[src/rtl/led_pkg.sv]
// Shared state encoding, default 50 MHz timing constants and legal pixel widths
// for the LED pixel receiver.
package led_pkg;

  typedef enum logic [2:0] {
    IDLE  = 3'd0,
    HIGH  = 3'd1,
    LOW   = 3'd2,
    PASS  = 3'd3,
    STUCK = 3'd4
  } led_state_e;

  localparam int LED_T_SAMPLE_CYC = 30;
  localparam int LED_T_RESET_CYC  = 2500;
  localparam int LED_T_STUCK_CYC  = 5000;

  localparam int LED_BPP_GRB  = 24;
  localparam int LED_BPP_GRBW = 32;

endpackage

[src/rtl/led_edge_sync.sv]
// Two-flop synchroniser plus rise/fall pulse generation for the serial line.
// Defining LED_GLITCH_FILTER_EN inserts a 3-sample majority filter (+2 cycles).
module led_edge_sync (
  input  logic i_clk,
  input  logic i_rst,
  input  logic i_serial,
  output logic o_level,
  output logic o_rise,
  output logic o_fall
);

  logic sync_q1;
  logic sync_q2;
  logic level_d;

  always_ff @(posedge i_clk) begin
    if (i_rst) begin
      sync_q1 <= 1'b0;
      sync_q2 <= 1'b0;
    end else begin
      sync_q1 <= i_serial;
      sync_q2 <= sync_q1;
    end
  end

`ifdef LED_GLITCH_FILTER_EN
  logic hist_q1;
  logic hist_q2;
  logic filt_q;

  // Majority of the current and two previous synchronised samples; a single
  // odd sample can never win the vote.
  always_ff @(posedge i_clk) begin
    if (i_rst) begin
      hist_q1 <= 1'b0;
      hist_q2 <= 1'b0;
      filt_q  <= 1'b0;
    end else begin
      hist_q1 <= sync_q2;
      hist_q2 <= hist_q1;
      filt_q  <= (sync_q2 & hist_q1) | (sync_q2 & hist_q2) | (hist_q1 & hist_q2);
    end
  end

  assign o_level = filt_q;
`else
  assign o_level = sync_q2;
`endif

  always_ff @(posedge i_clk) begin
    if (i_rst) begin
      level_d <= 1'b0;
    end else begin
      level_d <= o_level;
    end
  end

  assign o_rise = o_level & ~level_d;
  assign o_fall = ~o_level & level_d;

endmodule

[src/rtl/led_pixel_rx.sv]
// Pulse-width LED pixel receiver: decodes PIXELS*BPP bits, forwards the rest of
// the stream, latches on a reset gap. Optional LED_GLITCH_FILTER_EN (in led_edge_sync).
module led_pixel_rx
  import led_pkg::*;
#(
  parameter int BPP          = LED_BPP_GRB,
  parameter int PIXELS       = 1,
  parameter int T_SAMPLE_CYC = LED_T_SAMPLE_CYC,
  parameter int T_RESET_CYC  = LED_T_RESET_CYC,
  parameter int T_STUCK_CYC  = LED_T_STUCK_CYC
) (
  input  logic                    i_clk,
  input  logic                    i_rst,
  input  logic                    i_serial,
  output logic                    o_serial,
  output logic [PIXELS*BPP-1:0]   o_led_data,
  output logic                    o_latch,
  output logic                    o_frame_err,
  output logic [2:0]              o_dbg_state
);

  localparam int TOTAL = PIXELS * BPP;
  localparam int CNT_W = $clog2(T_STUCK_CYC + 1);
  localparam int BIT_W = $clog2(TOTAL + 1);

  logic             level;
  logic             rise;
  logic             fall;

  led_state_e       state_q;
  led_state_e       state_d;
  logic [CNT_W-1:0] cyc_cnt_q;
  logic [BIT_W-1:0] bit_cnt_q;
  logic [TOTAL-1:0] shadow_q;
  logic             sampled_q;

  logic             shift_en;
  logic             gap_done;
  logic             stuck_hit;
  logic             frame_full;
  logic             latch_evt;
  logic             discard;

  led_edge_sync u_edge_sync (
    .i_clk    (i_clk),
    .i_rst    (i_rst),
    .i_serial (i_serial),
    .o_level  (level),
    .o_rise   (rise),
    .o_fall   (fall)
  );

  always_comb begin
    state_d    = state_q;
    shift_en   = 1'b0;
    latch_evt  = 1'b0;
    discard    = 1'b0;
    gap_done   = !level && (cyc_cnt_q == CNT_W'(T_RESET_CYC - 1));
    stuck_hit  = level && (cyc_cnt_q == CNT_W'(T_STUCK_CYC - 1));
    frame_full = (bit_cnt_q == BIT_W'(TOTAL));
    case (state_q)
      IDLE: begin
        if (rise && !frame_full) state_d = HIGH;
      end
      HIGH: begin
        // An early fall carries level 0, so the same shift covers both the
        // timed sample and a short "0" pulse; sampled_q keeps it to one shift.
        if (!sampled_q && (fall || cyc_cnt_q == CNT_W'(T_SAMPLE_CYC))) shift_en = 1'b1;
        if (fall) state_d = LOW;
        else if (stuck_hit) state_d = STUCK;
      end
      LOW, PASS: begin
        if (rise) begin
          state_d = frame_full ? PASS : HIGH;
        end else if (gap_done) begin
          latch_evt = 1'b1;
          state_d   = IDLE;
        end else if (stuck_hit) begin
          state_d = STUCK;
        end
      end
      STUCK: begin
        if (gap_done) begin
          discard = 1'b1;
          state_d = IDLE;
        end
      end
      default: state_d = IDLE;
    endcase
  end

  always_ff @(posedge i_clk) begin
    if (i_rst) begin
      state_q     <= IDLE;
      cyc_cnt_q   <= '0;
      bit_cnt_q   <= '0;
      shadow_q    <= '0;
      sampled_q   <= 1'b0;
      o_led_data  <= '0;
      o_serial    <= 1'b0;
      o_latch     <= 1'b0;
      o_frame_err <= 1'b0;
    end else begin
      state_q <= state_d;

      if (rise || fall) cyc_cnt_q <= '0;
      else if (cyc_cnt_q != CNT_W'(T_STUCK_CYC)) cyc_cnt_q <= cyc_cnt_q + CNT_W'(1);

      if (rise) sampled_q <= 1'b0;
      else if (shift_en) sampled_q <= 1'b1;

      if (latch_evt || discard) begin
        bit_cnt_q <= '0;
        shadow_q  <= '0;
      end else if (shift_en) begin
        shadow_q  <= {shadow_q[TOTAL-2:0], level};
        bit_cnt_q <= bit_cnt_q + BIT_W'(1);
      end

      o_latch <= latch_evt && frame_full;
      if (latch_evt && frame_full) o_led_data <= shadow_q;

      if (latch_evt && frame_full) o_frame_err <= 1'b0;
      else if (latch_evt && bit_cnt_q != '0) o_frame_err <= 1'b1;
      else if (state_d == STUCK && state_q != STUCK) o_frame_err <= 1'b1;

      // Look at the next state so the first forwarded pulse is not clipped.
      o_serial <= (state_d == PASS) && level;
    end
  end

  assign o_dbg_state = state_q;

endmodule
[config.mk]
export PLATFORM = sky130hd
export DESIGN_NAME = led_pixel_rx
export DESIGN_NICKNAME = d
export VERILOG_FILES = /design/src/rtl/led_pkg.sv /design/src/rtl/led_edge_sync.sv /design/src/rtl/led_pixel_rx.sv
export SDC_FILE = /design/constraint.sdc
export NUM_CORES = 1
export LEC_CHECK = 0
export CORE_MARGIN = 2
export CORE_UTILIZATION = 59
export CTS_CLUSTER_DIAMETER = 200
export DETAILED_ROUTE_END_ITERATION = 16
export PLACE_DENSITY = 0.83
export SKIP_CTS_REPAIR_TIMING = 1
export SYNTH_ARGS = -nofsm -noshare
export SYNTH_HDL_FRONTEND = slang
export SYNTH_SLANG_ARGS = --single-unit
[constraint.sdc]
create_clock -name i_clk -period 4.7 [get_ports i_clk]
set_clock_uncertainty 0.2 [all_clocks]
set_input_delay 0.705 -clock i_clk [delete_from_list [all_inputs] [get_ports i_clk]]
set_output_delay 0.705 -clock i_clk [all_outputs]
set_load 0.01 [all_outputs]
==> flow_metrics.env <==
export IMPL_run_status="finished clean"
export IMPL_final_cell_mix="dfxtp_1 (76), nand2_1 (56), clkdlybuf4s50_1 (32), nor2_1 (30), a21oi_1 (26)"
export IMPL_drive_above_1_share=0.0826
export IMPL_synth_xor_area_share=0.0443
export IMPL_nFillCells=376
export IMPL_synth_async_reset_ratio=0
export IMPL_cp_num_cells=5
export IMPL_synth_fa_ha_area_frac=0.0295
export IMPL_cpPeakStageDelay_ns=1.07
export IMPL_routed_wl_mm=5.56
export IMPL_area_growth_pct=18.5
export IMPL_placementRows=25
export IMPL_hold_viol=0
export IMPL_path_cells="ha_1 -> and3_1 -> nand4_1 -> nor4b_4 -> a22o_1"
export IMPL_rsz0062_at_grt="false"
export IMPL_htree_levels=3
export IMPL_final_common_cell="dfxtp_1"
export IMPL_final_cell_count_no_fill=418
export IMPL_clk_path_buf_depth=2
export IMPL_syn_inst=317
export IMPL_grt_pass1_wl_mm=8.98
export IMPL_cp_end_kind="register"
export IMPL_synth_avg_cell_area_um2=9.35
export IMPL_pre_cts_ws_ns=1.77
export IMPL_register_area_um2=1520
export IMPL_drt_pass1_iterations=4
export IMPL_cts_tree="built"
export IMPL_holdPathStages=1
export IMPL_dpl_cell_area_um2=3310
export IMPL_nets=356
export IMPL_clock_latency_ns=0.36
export IMPL_multi_input_area_um2=1330
export IMPL_dp_cells=402
export IMPL_synth_top_family_by_area="simple AND/OR/NAND/NOR gates"
export IMPL_critPathBufInv=0
export IMPL_place_congestion=0.842
export IMPL_power_total_mw=1.20
export IMPL_tightest_slew_ns=1.16
export IMPL_io_pins=33
export IMPL_die_x_um=74.9
export IMPL_grt_max_degree=30
export IMPL_clkPwrFrac=0.431
export IMPL_drv_cap=0
export IMPL_required_ns=4.79
export IMPL_setup_viol=0
export IMPL_hpwl_mm=3.75
export IMPL_synth_seq_area_share=0.513
export IMPL_intPower_mw=0.912
export IMPL_power_leakage_nw=1.22
export IMPL_p_switching_mw=0.290
export IMPL_crit_fanout=25
export IMPL_port_buffers=32
export IMPL_avgRoutedWirePerCell_um=13.3
export IMPL_clock_sinks=76
export IMPL_hold_path_class="register to register"
export IMPL_worstRegToRegCells=5
export IMPL_hold_slack_ns=0.247
export IMPL_utilization=0.734
export IMPL_critPathArrivalTime_ns=2.89
export IMPL_die_area_um2=5610
export IMPL_fin_crit_sh=0.595
export IMPL_start_kind="register"
export IMPL_path_clk_slew_ns=0.08
export IMPL_p_per_area_nw_per_um2=342
export IMPL_synth_simple_area_share=0.222
export IMPL_vias=2277
export IMPL_gr_total_overflow=0
export IMPL_drv_slew=0
export IMPL_antenna_found_initial=0
export IMPL_slowest_stage="nor4b_4"
export IMPL_synth_compound_area_share=0.146
export IMPL_cts_inserted_buffers=9
export IMPL_synthMuxAreaShare=0.00338
export IMPL_ys_ff_latch=76
export IMPL_synthFlopType="dfxtp_1"
export IMPL_comb_power_share=0.027
export IMPL_p_sw_frac=0.241
export IMPL_p_seq_frac=0.542
export IMPL_synth_edf_count=0
export IMPL_fin_tns_setup_ns=0
export IMPL_core_area_um2=4790
export IMPL_synth_distinct_cells=43
export IMPL_ant_nets=0
export IMPL_start_util=0.620
export IMPL_syn_cell_area_um2=2970
export IMPL_die_height_um=74.9
export IMPL_max_freq_mhz=358
export IMPL_final_area_um2=3510
export IMPL_min_period_ns=2.79
export IMPL_syn_num_nets=327
export IMPL_critical_path_class="register to register"
export IMPL_viasPerCell=5.45
export IMPL_yosysWarnings=0
export IMPL_critPathTopFamily="simple AND/OR/NAND/NOR gates"
export IMPL_max_slew_margin_rel=0.221
export IMPL_diodes=0
export IMPL_grt_pass1_vias=1965
export IMPL_ctsRootBufferMaster="clkbuf_8"
export IMPL_peakVddDrop_mv=0.249
export IMPL_drc=0
export IMPL_drtIter0Drc=99
export IMPL_track_usage=0.215
export IMPL_fin_ws_ns=1.91
==> logic make-up (layout without fill, tap and decap cells) <==
group,count (synthesis),in the layout
compound gates,60,60
flops,76,76
mux,1,1
xor+xnor,15,15
fa+ha+maj,7,7
simple gates,131,131
buf+inv,27,61
==> layer usage <==
| metal | track usage | share of wire |
|---|---|---|
| met1 | 0.271 | 0.47 |
| met2 | 0.340 | 0.47 |
| met3 | 0.0522 | 0.041 |
| met4 | 0.119 | 0.024 |
| met5 | 0 | 0 |
==> worst paths after layout <==
| kind | startpoint | to | slack (ns) |
|---|---|---|---|
| min reg2reg | u_edge_sync.sync_q1 | u_edge_sync.o_level | 0.25 |
| max | cyc_cnt_q[1] | o_led_data[19] | 1.91 |
| min | u_edge_sync.sync_q1 | u_edge_sync.o_level | 0.25 |
| max reg2reg | cyc_cnt_q[1] | o_led_data[19] | 1.91 |
==> cell usage after synthesis, drive strengths merged, types with 2 or more instances <==
| cell | number | area (um2) |
|---|---|---|
| xor2 | 8 | 70.1 |
| buf | 14 | 73.8 |
| xnor2 | 7 | 61.3 |
| inv | 11 | 41.3 |
| dfxtp | 76 | 1520 |
| nor3 | 10 | 60.1 |
| nand3 | 7 | 35.0 |
| nand2b | 2 | 12.5 |
| nor2b | 2 | 12.5 |
| ha | 7 | 87.6 |
| nand2 | 56 | 210 |
| a21oi | 27 | 139 |
| nand4 | 2 | 12.5 |
| nand4b | 3 | 26.3 |
| nor4 | 5 | 46.3 |
| and3 | 4 | 25.0 |
| nor2 | 30 | 113 |
| nor4b | 2 | 32.5 |
| clkbuf | 2 | 7.51 |
| a22o | 25 | 219 |
==> cell type report <==
type	count	share of cell area
clock buffers	9	0.0352
clock inverters	7	0.0239
inverters	11	0.0117
multi-input cells	214	0.377
flip-flops and latches	76	0.433
well taps	67	0.0239
repair buffers	34	0.0954
==> state kept, by name, indices dropped and copies added, names as in the netlist <==
signal and count:
o_latch 1, o_frame_err 1, o_led_data 24, cyc_cnt_q 13
u_edge_sync.level_d 1, o_serial 1, shadow_q 24, bit_cnt_q 5
o_dbg_state 3, u_edge_sync.o_level 1, sampled_q 1, u_edge_sync.sync_q1 1
==> power by group through the flow <==
stage                     Clock [mW]  Sequential, mW  Combinational [mW]
after floorplan                    0           0.666              0.0259
after global placement             0           0.667              0.0320
after detailed placement           0           0.667              0.0325
after CTS                      0.525           0.652              0.0326
after global routing           0.550           0.653              0.0367
final                          0.518           0.652              0.0325
==> worst reg2reg max path, cell delays in order (launching register included) <==
cell     delay (ns)
dfxtp_1        0.45
ha_1           0.25
and3_1         0.17
nand4_1        0.35
nor4b_4        1.07
a22o_1         0.25
(Power assumes the default switching activity.)
